**src/rtl/csr_pkg.sv**
```systemverilog
// Shared definitions for the machine-mode CSR file and trap-state keeper:
// CSR addresses, mstatus bit positions, interrupt cause codes and FSM states.
package csr_pkg;

    // Implemented CSR addresses
    localparam logic [11:0] CSR_MSTATUS  = 12'h300;
    localparam logic [11:0] CSR_MIE      = 12'h304;
    localparam logic [11:0] CSR_MTVEC    = 12'h305;
    localparam logic [11:0] CSR_MSCRATCH = 12'h340;
    localparam logic [11:0] CSR_MEPC     = 12'h341;
    localparam logic [11:0] CSR_MCAUSE   = 12'h342;
    localparam logic [11:0] CSR_MTVAL    = 12'h343;
    localparam logic [11:0] CSR_MIP      = 12'h344;
    localparam logic [11:0] CSR_MCYCLE   = 12'hB00;
    localparam logic [11:0] CSR_MCYCLEH  = 12'hB80;
    localparam logic [11:0] CSR_MHARTID  = 12'hF14;

    // mstatus bit positions
    localparam int MSTATUS_MIE  = 3;
    localparam int MSTATUS_MPIE = 7;

    // MPP is hardwired to machine mode
    localparam logic [31:0] MSTATUS_MPP_BITS = 32'h0000_1800;

    // Interrupt cause codes, also the bit positions in mie/mip
    localparam logic [3:0] IRQ_CODE_SOFT  = 4'd3;
    localparam logic [3:0] IRQ_CODE_TIMER = 4'd7;
    localparam logic [3:0] IRQ_CODE_EXT   = 4'd11;

    // Trap FSM states
    typedef enum logic {
        ST_IDLE  = 1'b0,
        ST_GUARD = 1'b1
    } trap_state_e;

    // Builds the architectural mstatus read value from the two stored bits
    function automatic logic [31:0] pack_mstatus(input logic mie, input logic mpie);
        logic [31:0] value;
        value = MSTATUS_MPP_BITS;
        value[MSTATUS_MIE]  = mie;
        value[MSTATUS_MPIE] = mpie;
        return value;
    endfunction

    // Places the three interrupt bits (soft, timer, ext) at their mie/mip positions
    function automatic logic [31:0] pack_irq_bits(input logic [2:0] bits);
        logic [31:0] value;
        value = 32'h0;
        value[IRQ_CODE_SOFT]  = bits[0];
        value[IRQ_CODE_TIMER] = bits[1];
        value[IRQ_CODE_EXT]   = bits[2];
        return value;
    endfunction

endpackage

```
**src/rtl/irq_sync.sv**
```systemverilog
// Two-flop synchroniser for the three asynchronous interrupt lines plus the
// fixed-priority encoder that picks the interrupt to report to the trap stage.
// Bit order of all 3-bit vectors: [0] soft, [1] timer, [2] external.
module irq_sync
    import csr_pkg::*;
(
    input  logic       clk,
    input  logic       rst_n,
    input  logic [2:0] irq_raw,
    input  logic [2:0] irq_mask,
    output logic [2:0] irq_level,
    output logic       pending,
    output logic [3:0] code
);

    logic [2:0] stage1;
    logic [2:0] stage2;
    logic [2:0] active;

    // Two register stages so the pins settle before anything decodes them
    always_ff @(posedge clk or negedge rst_n) begin
        if (!rst_n) begin
            stage1 <= 3'b000;
            stage2 <= 3'b000;
        end else begin
            stage1 <= irq_raw;
            stage2 <= stage1;
        end
    end

    assign irq_level = stage2;
    assign active    = stage2 & irq_mask;

    // External beats software, software beats timer; code is 0 when idle
    always_comb begin
        pending = |active;
        code    = 4'd0;
        if (active[2]) begin
            code = IRQ_CODE_EXT;
        end else if (active[0]) begin
            code = IRQ_CODE_SOFT;
        end else if (active[1]) begin
            code = IRQ_CODE_TIMER;
        end
    end

endmodule

```
**src/rtl/trap_csr.sv**
```systemverilog
// Machine-mode CSR file and trap-state keeper. Accepts committed traps and
// mret from the pipeline, keeps mepc/mcause/mstatus, serves the execute
// stage's CSR port, and hands the trap stage its vector configuration, the
// global interrupt allow and the prioritised pending interrupt.
module trap_csr
    import csr_pkg::*;
#(
    parameter logic [31:0] RESET_VEC_BASE = 32'h0000_0000,
    parameter logic [31:0] HART_ID        = 32'd0
) (
    input  logic        CLK,
    input  logic        RST,
    input  logic        MEM_WAIT,
    input  logic [11:0] CSR_RD_ADDR,
    output logic [31:0] CSR_RD_DATA,
    input  logic        CSR_WR_EN,
    input  logic [11:0] CSR_WR_ADDR,
    input  logic [31:0] CSR_WR_DATA,
    input  logic        TRAP_EN,
    input  logic        TRAP_INT,
    input  logic [3:0]  TRAP_CODE,
    input  logic [31:0] TRAP_PC,
    input  logic        MRET_EN,
    output logic [31:0] MRET_PC,
    input  logic        IRQ_EXT,
    input  logic        IRQ_TIMER,
    input  logic        IRQ_SOFT,
    output logic [1:0]  TRAP_VEC_MODE,
    output logic [31:0] TRAP_VEC_BASE,
    output logic        INT_ALLOW,
    output logic        INT_EN,
    output logic [3:0]  INT_CODE
);

    // Architectural state
    logic        mstatus_mie;
    logic        mstatus_mpie;
    logic [2:0]  mie_bits;
    logic [31:0] mtvec;
    logic [31:0] mscratch;
    logic [31:0] mepc;
    logic [31:0] mcause;
    logic [63:0] mcycle;
    trap_state_e state;

    // Synchronised interrupt lines and the encoder result
    logic [2:0]  irq_level;
    logic        irq_pending;
    logic [3:0]  irq_code;

    // Qualified event strobes; a stall freezes everything except mcycle
    logic        trap_ok;
    logic        mret_ok;
    logic        write_ok;
    logic [63:0] mcycle_next;

    assign trap_ok     = TRAP_EN && !MEM_WAIT;
    assign mret_ok     = MRET_EN && !TRAP_EN && !MEM_WAIT;
    assign write_ok    = CSR_WR_EN && !TRAP_EN && !MEM_WAIT;
    assign mcycle_next = mcycle + 64'd1;

    irq_sync u_irq_sync (
        .clk       (CLK),
        .rst_n     (RST),
        .irq_raw   ({IRQ_EXT, IRQ_TIMER, IRQ_SOFT}),
        .irq_mask  (mie_bits),
        .irq_level (irq_level),
        .pending   (irq_pending),
        .code      (irq_code)
    );

    // Trap FSM: one guard cycle after each trap hides stale registered requests
    always_ff @(posedge CLK or negedge RST) begin
        if (!RST) begin
            state <= ST_IDLE;
        end else if (trap_ok) begin
            state <= ST_GUARD;
        end else if (state == ST_GUARD && !MEM_WAIT) begin
            state <= ST_IDLE;
        end
    end

    // mstatus MIE/MPIE: trap beats mret, mret beats a software write
    always_ff @(posedge CLK or negedge RST) begin
        if (!RST) begin
            mstatus_mie  <= 1'b0;
            mstatus_mpie <= 1'b0;
        end else if (trap_ok) begin
            mstatus_mpie <= mstatus_mie;
            mstatus_mie  <= 1'b0;
        end else if (mret_ok) begin
            mstatus_mie  <= mstatus_mpie;
            mstatus_mpie <= 1'b1;
        end else if (write_ok && CSR_WR_ADDR == CSR_MSTATUS) begin
            mstatus_mie  <= CSR_WR_DATA[MSTATUS_MIE];
            mstatus_mpie <= CSR_WR_DATA[MSTATUS_MPIE];
        end
    end

    // Trap capture of mepc/mcause, otherwise software writes
    always_ff @(posedge CLK or negedge RST) begin
        if (!RST) begin
            mepc   <= 32'h0;
            mcause <= 32'h0;
        end else if (trap_ok) begin
            mepc   <= TRAP_PC & 32'hFFFF_FFFC;
            mcause <= {TRAP_INT, 27'h0, TRAP_CODE};
        end else if (write_ok) begin
            if (CSR_WR_ADDR == CSR_MEPC) begin
                mepc <= CSR_WR_DATA & 32'hFFFF_FFFC;
            end
            if (CSR_WR_ADDR == CSR_MCAUSE) begin
                mcause <= {CSR_WR_DATA[31], 27'h0, CSR_WR_DATA[3:0]};
            end
        end
    end

    // Plain software-owned registers: mie, mtvec, mscratch
    always_ff @(posedge CLK or negedge RST) begin
        if (!RST) begin
            mie_bits <= 3'b000;
            mtvec    <= {RESET_VEC_BASE[31:2], 2'b00};
            mscratch <= 32'h0;
        end else if (write_ok) begin
            if (CSR_WR_ADDR == CSR_MIE) begin
                mie_bits <= {CSR_WR_DATA[IRQ_CODE_EXT], CSR_WR_DATA[IRQ_CODE_TIMER],
                             CSR_WR_DATA[IRQ_CODE_SOFT]};
            end
            if (CSR_WR_ADDR == CSR_MTVEC) begin
                mtvec <= CSR_WR_DATA & 32'hFFFF_FFFD;
            end
            if (CSR_WR_ADDR == CSR_MSCRATCH) begin
                mscratch <= CSR_WR_DATA;
            end
        end
    end

    // Free-running cycle counter; a write replaces its half for that cycle only
    always_ff @(posedge CLK or negedge RST) begin
        if (!RST) begin
            mcycle <= 64'h0;
        end else if (write_ok && CSR_WR_ADDR == CSR_MCYCLE) begin
            mcycle <= {mcycle_next[63:32], CSR_WR_DATA};
        end else if (write_ok && CSR_WR_ADDR == CSR_MCYCLEH) begin
            mcycle <= {CSR_WR_DATA, mcycle_next[31:0]};
        end else begin
            mcycle <= mcycle_next;
        end
    end

    // Read mux straight from the registers, so a same-cycle write is not visible
    always_comb begin
        CSR_RD_DATA = 32'h0;
        case (CSR_RD_ADDR)
            CSR_MSTATUS:  CSR_RD_DATA = pack_mstatus(mstatus_mie, mstatus_mpie);
            CSR_MIE:      CSR_RD_DATA = pack_irq_bits(mie_bits);
            CSR_MTVEC:    CSR_RD_DATA = mtvec;
            CSR_MSCRATCH: CSR_RD_DATA = mscratch;
            CSR_MEPC:     CSR_RD_DATA = mepc;
            CSR_MCAUSE:   CSR_RD_DATA = mcause;
            CSR_MTVAL:    CSR_RD_DATA = 32'h0;
            CSR_MIP:      CSR_RD_DATA = pack_irq_bits(irq_level);
            CSR_MCYCLE:   CSR_RD_DATA = mcycle[31:0];
            CSR_MCYCLEH:  CSR_RD_DATA = mcycle[63:32];
            CSR_MHARTID:  CSR_RD_DATA = HART_ID;
            default:      CSR_RD_DATA = 32'h0;
        endcase
    end

    assign MRET_PC       = mepc;
    assign TRAP_VEC_MODE = {1'b0, mtvec[0]};
    assign TRAP_VEC_BASE = {mtvec[31:2], 2'b00};
    assign INT_ALLOW     = mstatus_mie && (state == ST_IDLE);
    assign INT_EN        = irq_pending && (state == ST_IDLE);
    assign INT_CODE      = irq_code;

endmodule
```
**config.mk**
```make
export PLATFORM = sky130hd
export DESIGN_NAME = trap_csr
export DESIGN_NICKNAME = d
export VERILOG_FILES = /design/src/rtl/csr_pkg.sv /design/src/rtl/irq_sync.sv /design/src/rtl/trap_csr.sv
export SDC_FILE = /design/constraint.sdc
export NUM_CORES = 1
export LEC_CHECK = 0
export ABC_CLOCK_PERIOD_IN_PS = 3800
export CORE_ASPECT_RATIO = 1.25
export CORE_MARGIN = 4
export CORE_UTILIZATION = 51
export DETAILED_ROUTE_END_ITERATION = 16
export PLACE_DENSITY = 0.81
export SLEW_MARGIN = 30
export SYNTH_ARGS = -nofsm -noshare
export SYNTH_HDL_FRONTEND = slang
export SYNTH_SLANG_ARGS = --single-unit
```
**constraint.sdc**
```tcl
create_clock -name CLK -period 3.8 [get_ports CLK]
set_input_delay 0.76 -clock CLK [delete_from_list [all_inputs] [get_ports CLK]]
set_output_delay 0.76 -clock CLK [all_outputs]
set_load 0.01 [all_outputs]
```
======== After elaboration in Yosys (flattened, before gate mapping) ========
Index checks and enable logic that the tools add are counted.
operators by class
  bitwise logic cells ..................... 2
  muxes and demuxes ....................... 20
  add/sub/neg operators ................... 1
  equality and inequality tests ........... 17
  reductions and logical operators ........ 24
operator list
  kind                   number
  $pmux 32 s9            1
  $mux 32                6
  $eq 12x10->1 const B   13
  $mux 64                2
  $add 64x1->64 const B  1
  $eq 12x12->1 const B   4
  $logic_and 1x1->1      11
  $reduce_and 2->1       5
  $mux 1                 8
  $mux 4                 2
  $reduce_bool 2->1      4
  $and 3x3->3            1
  $mux 3                 1
  $reduce_bool 3->1      1
  $reduce_or 3->1        1
  $logic_not 1->1        2
  $not 1->1              1
storage, ports and cells
  logic and storage cells ................. 75
  output and inout bits ................... 104
  bits in registers ....................... 203

======== Logic depth before layout (Yosys ltp) ========
  word-level depth ........................ 7
  gate-level depth with buffers ........... 8
  mapped depth without buffers ............ 6

======== Modules after synthesis ========
From an unflattened synthesis, not the netlist that was laid out.
unflattened totals
  cell total of the unflattened synthesis .. 934
  area, all modules ....................... 9203.8 um2
modules (own cells, without submodules)
  module    area an instance (um2)  times used  cells each
  trap_csr  9008.6                  1           922
  irq_sync  195.2                   1           12

======== Least setup slack after synthesis ========
No wires, ideal clock.
  path type ............................... input-to-output
  start ................................... input port CSR_RD_ADDR[10]
  end ..................................... output port CSR_RD_DATA[15]
  setup slack ............................. 354 ps
  required time ........................... 3040 ps
  path buffers ............................ 2
  stages on the path ...................... 7
  arrival time ............................ 2686 ps
  path through ............................ or4_1 or4_1 nor3_1 buf_2 buf_4 a222oi_1 nand2_1
between the ends
  word-level cells in the longest chain between the ends .. 2
RTL lines
  what                                                 line             source
  start: declaration                                   trap_csr.sv:14   input logic [11:0] CSR_RD_ADDR,
  $eq 12x12->1 / $eq 12x10->1 (equally long branches)  trap_csr.sv:154  case (CSR_RD_ADDR)
  $pmux 32 s9 *                                        trap_csr.sv:154
  end: declaration                                     trap_csr.sv:15   output logic [31:0] CSR_RD_DATA,
Every way passes the cells marked *; elsewhere a longest branch is shown, timed or not.

======== Final worst setup path ========
  start ................................... input port CSR_RD_ADDR[7]
  end ..................................... output port CSR_RD_DATA[4]
The elaborated chain is that of the path after synthesis.

==> metrics.md <==
| Metric | Value |
|---|---|
| 1st-iter DRT viols | `~840` |
| CP Capture Type | `primary output` |
| Die Ht | `between 150 and 200 um` |
| Antenna Nets Post-Route | `0` |
| Initial core utilization | `52.2%` |
| R2r setup slk | `0.78 ns` |
| RR Startpoint | `mcycle[4]` |
| Cell area after synthesis | `0.00918 sq mm` |
| Max Freq | `268 MHz` |
| Layout Nets | `1258` |
| Netlist cell types | `56` |
| Core Area | `0.0176 sq mm` |
| Vias in the first global route | `8783` |
| Post-synthesis mux area share | `9.03%` |
| Antenna violations before repair | `0` |
| Post-synthesis simple-gate area fraction | `about a fifth` |
| Crit share post-route | `98.1%` |
| Async SR Flop Fraction | `100%` |
| Post-synth top cells | `dfrtp_1 (174), nand2_1 (145), mux2_2 (69)` |
| Final WS setup | `between 0.07 and 0.08 ns` |
| Multi-input gate area | `0.00462 sq mm` |
| Pre-CTS setup slack | `-0.568 ns` |
| Max clock buf depth | `2` |
| Worst clock skew | `0.00908 ns` |
| Worst VDD drop | `313 uV` |
| Largest area contributor in the netlist | `dfrtp_1` |
| Crit path max fanout | `5` |
| CTS tree | `done` |
| # IOs | `206` |
| Root buffer cell | `clkbuf_16` |
| DR pass1 iterations | `8` |
| Worst-margin pin slew | `0.760 ns` |
| Final wirelength | `around 30 mm` |
| Synthesis-stage register bit count | `around 170` |
| Buf+Inv Stages, Crit Path | `4` |
| Most used cell, CP | `buf_6` |
| Slew headroom | `49.3%` |
| Slowest CP cell | `or4_4` |
| Fillers | `1374` |
| Fin crit period | `around 3.7 ns` |
| Final core occ | `69.8%` |
| DR vias | `slightly below 9000` |
| IO buf count | `198` |
| Worst-skew pair later-pin latency | `roughly 0.42 ns` |
| Hold Path End | `u_irq_sync.irq_level[1]` |
| Outcome | `finished clean` |
| Area grow syn2layout | `33.7%` |
| Crit path kind | `in2out` |
| R2r endpoint | `mcycle[63]` |
| Top post-synthesis cells by area | `dfrtp_1 (47%), mux2_2 (8.5%), nand2_1 (5.9%)` |
| Grt total ovfl | `0` |
| Row count | `54` |
| Hold Crit Start | `u_irq_sync.stage1[1]` |
| Top cell family by delay on the critical path | `simple AND/OR/NAND/NOR gates` |
| Top_reg_cell synth | `dfrtp_1` |
| Leakage power | `0.00538 uW` |
| Post-CTS Hold Buffers | `0` |
| Final setup fails | `0` |
| Clock transition at the registers of the reported paths | `0.06 ns` |
| Largest family of logic cells by synthesized area | `simple AND/OR/NAND/NOR gates` |
| Power per cell area | `roughly 350 mW/mm^2` |
| N_diodes | `0` |
| Syn Area/Cell | `9.75 sq um` |
| XOR/XNOR Fraction of Synth Area | `under 10%` |
| Worst EP required | `3.04 ns` |
| Type of the worst min-delay path | `reg2reg` |
| Die area | `0.0202 sq mm` |
| Worst-case reg-to-reg path depth | `5` |
| Adder and majority gate portion of the synthesized area | `0.136%` |
| H-tree levels | `4` |
| Seq/Total Area, Yosys | `47.4%` |
| Hold Path Depth | `0` |
| Leading cell type by number of instances after synthesis | `dfrtp_1` |
| RSZ-0062 raised after global routing | `false` |
| Final Max Tran Viols | `0` |
| DIE WIDTH | `128 um` |
| Top cell type's share of synthesized area | `47.4%` |
| Pin count of the biggest net entering global routing | `79` |
| CP cell instances | `clkdlybuf4s50_1 -> or2_2 -> or4_4 -> nor3_4 -> buf_6 -> buf_6 -> a222oi_1 -> nand2_1 -> dlygate4sd2_1` |
| YS warnings | `0` |
| Number of synthesized flops with an enable pin | `0` |
| Share of layout cells above drive strength 1 | `16.6%` |
| Final hold violation count | `0` |
| Synthesized instance count | `941` |
| Routed WL per cell | `around 22 um` |
| RePlAce Congestion | `0.923` |
| Total CTS buffers | `17` |
| Crit-path max cell delay | `roughly 0.56 ns` |
| Startpoint Class | `primary input` |
| First-pass GRT wire length | `47.4 mm` |
| Clock Sinks | `174` |
| Seq. cell area | `0.00435 sq mm` |
| Post-DP HPWL | `between 20 and 25 mm` |
| Synth Area in Compound Gates | `between 10% and 20%` |
| DR DRC count | `0` |
| Total track usage | `~30%` |
| Via density | `approximately 6.3` |
| Max Cap Viol | `0` |
| Critical Path AT | `between 2 and 3 ns` |
## logic make-up (layout without fill, tap and decap cells)
group	count (synthesis)	after routing
mux	74	74
xor+xnor	42	42
buf+inv	67	288
other cells	1	5
fa+ha+maj	1	1
simple gates	388	388
flops	174	174
compound gates	194	194
## through the flow
step | hold WS [ns] | total power (uW) | setup TNS, ns | cells | area (sq um)
finish | 0.349 | 4240 | 0 | 1390 | 12300
detailed placement | 0.336 | 2520 | -16.54 | 1354 | 11700
floorplan | 0.331 | 2190 | 0 | 945 | 9190
global placement | 0.332 | 2500 | -15.89 | 1354 | 11700
global route | 0.353 | 4390 | 0 | 1390 | 12300
CTS | 0.350 | 4260 | 0 | 1390 | 12300
## layer usage
layer	share of wire (%)	GRT usage (%)	up-vias
li1	-	-	3933
met1	39	37.4	4245
met2	51	52.1	457
met3	8.1	6.72	64
met4	2.5	8.90	0
met5	0	0	-
## worst register-to-register path, cell delays in order (launching register included)
cell and delay, ns:
dfrtp_1 0.48, nand4_1 0.37, nor4_2 0.64, nand3_1 0.61, or4_1 0.66, a31oi_1 0.18
## placed cells by master (no fill, tap or decap), drive strengths merged, types with 20 or more instances in the layout
cell / instances
a222oi: 29
a22oi: 62
a31oi: 20
buf: 61
clkbuf: 33
clkdlybuf4s50: 160
dfrtp: 174
mux2: 70
nand2: 145
nand3: 39
nand4: 27
nor2: 52
nor4: 26
o21ai: 49
or3: 21
xnor2: 27
## report_power, final
part           internal (uW)  switching [uW]  leakage [uW]
registers               1930            91.9       0.00213
logic                    248             217       0.00297
clock network           1030             716      0.000275
total                   3210            1030       0.00538
## worst max path at each step
| stage | from | end | slack [ns] | depth (start not counted) |
|---|---|---|---|---|
| after floorplan | CSR_RD_ADDR[10] | CSR_RD_DATA[15] | 0.35 | 7 |
| after global placement | CSR_RD_ADDR[10] | CSR_RD_DATA[11] | -0.55 | 8 |
| after detailed placement | CSR_RD_ADDR[10] | CSR_RD_DATA[7] | -0.57 | 8 |
| after CTS | CSR_RD_ADDR[5] | CSR_RD_DATA[21] | 0.007 | 9 |
| after global routing | CSR_RD_ADDR[5] | CSR_RD_DATA[23] | 0.002 | 9 |
| final | CSR_RD_ADDR[7] | CSR_RD_DATA[4] | 0.07 | 9 |
## flip-flops by register name, summed over array words and instances, names as in the netlist
signal and count:
MRET_PC 30, mcause 5, mcycle 64, mie_bits 3, mscratch 32, mstatus_mie 1, mstatus_mpie 1, mtvec 31
state 1, u_irq_sync.irq_level 3, u_irq_sync.stage1 3
## layout make-up
| cell class | instances | area share, % |
|---|---|---|
| repair buffers | 253 | 19.6 |
| flip-flops and latches | 174 | 35.5 |
| inverters | 5 | 0.153 |
| clock inverters | 9 | 0.908 |
| clock buffers | 21 | 3.92 |
| multi-input cells | 704 | 37.6 |
| well taps | 224 | 2.28 |
## timing repair
action                                  in CTS  in global routing
endpoints found under the setup margin      32                 29
cloned                                       1                  0
gates resized for setup                     69                 29
setup buffers                                5                  0
pin swaps                                    7                  1
Power figures use the tool's default switching activity.
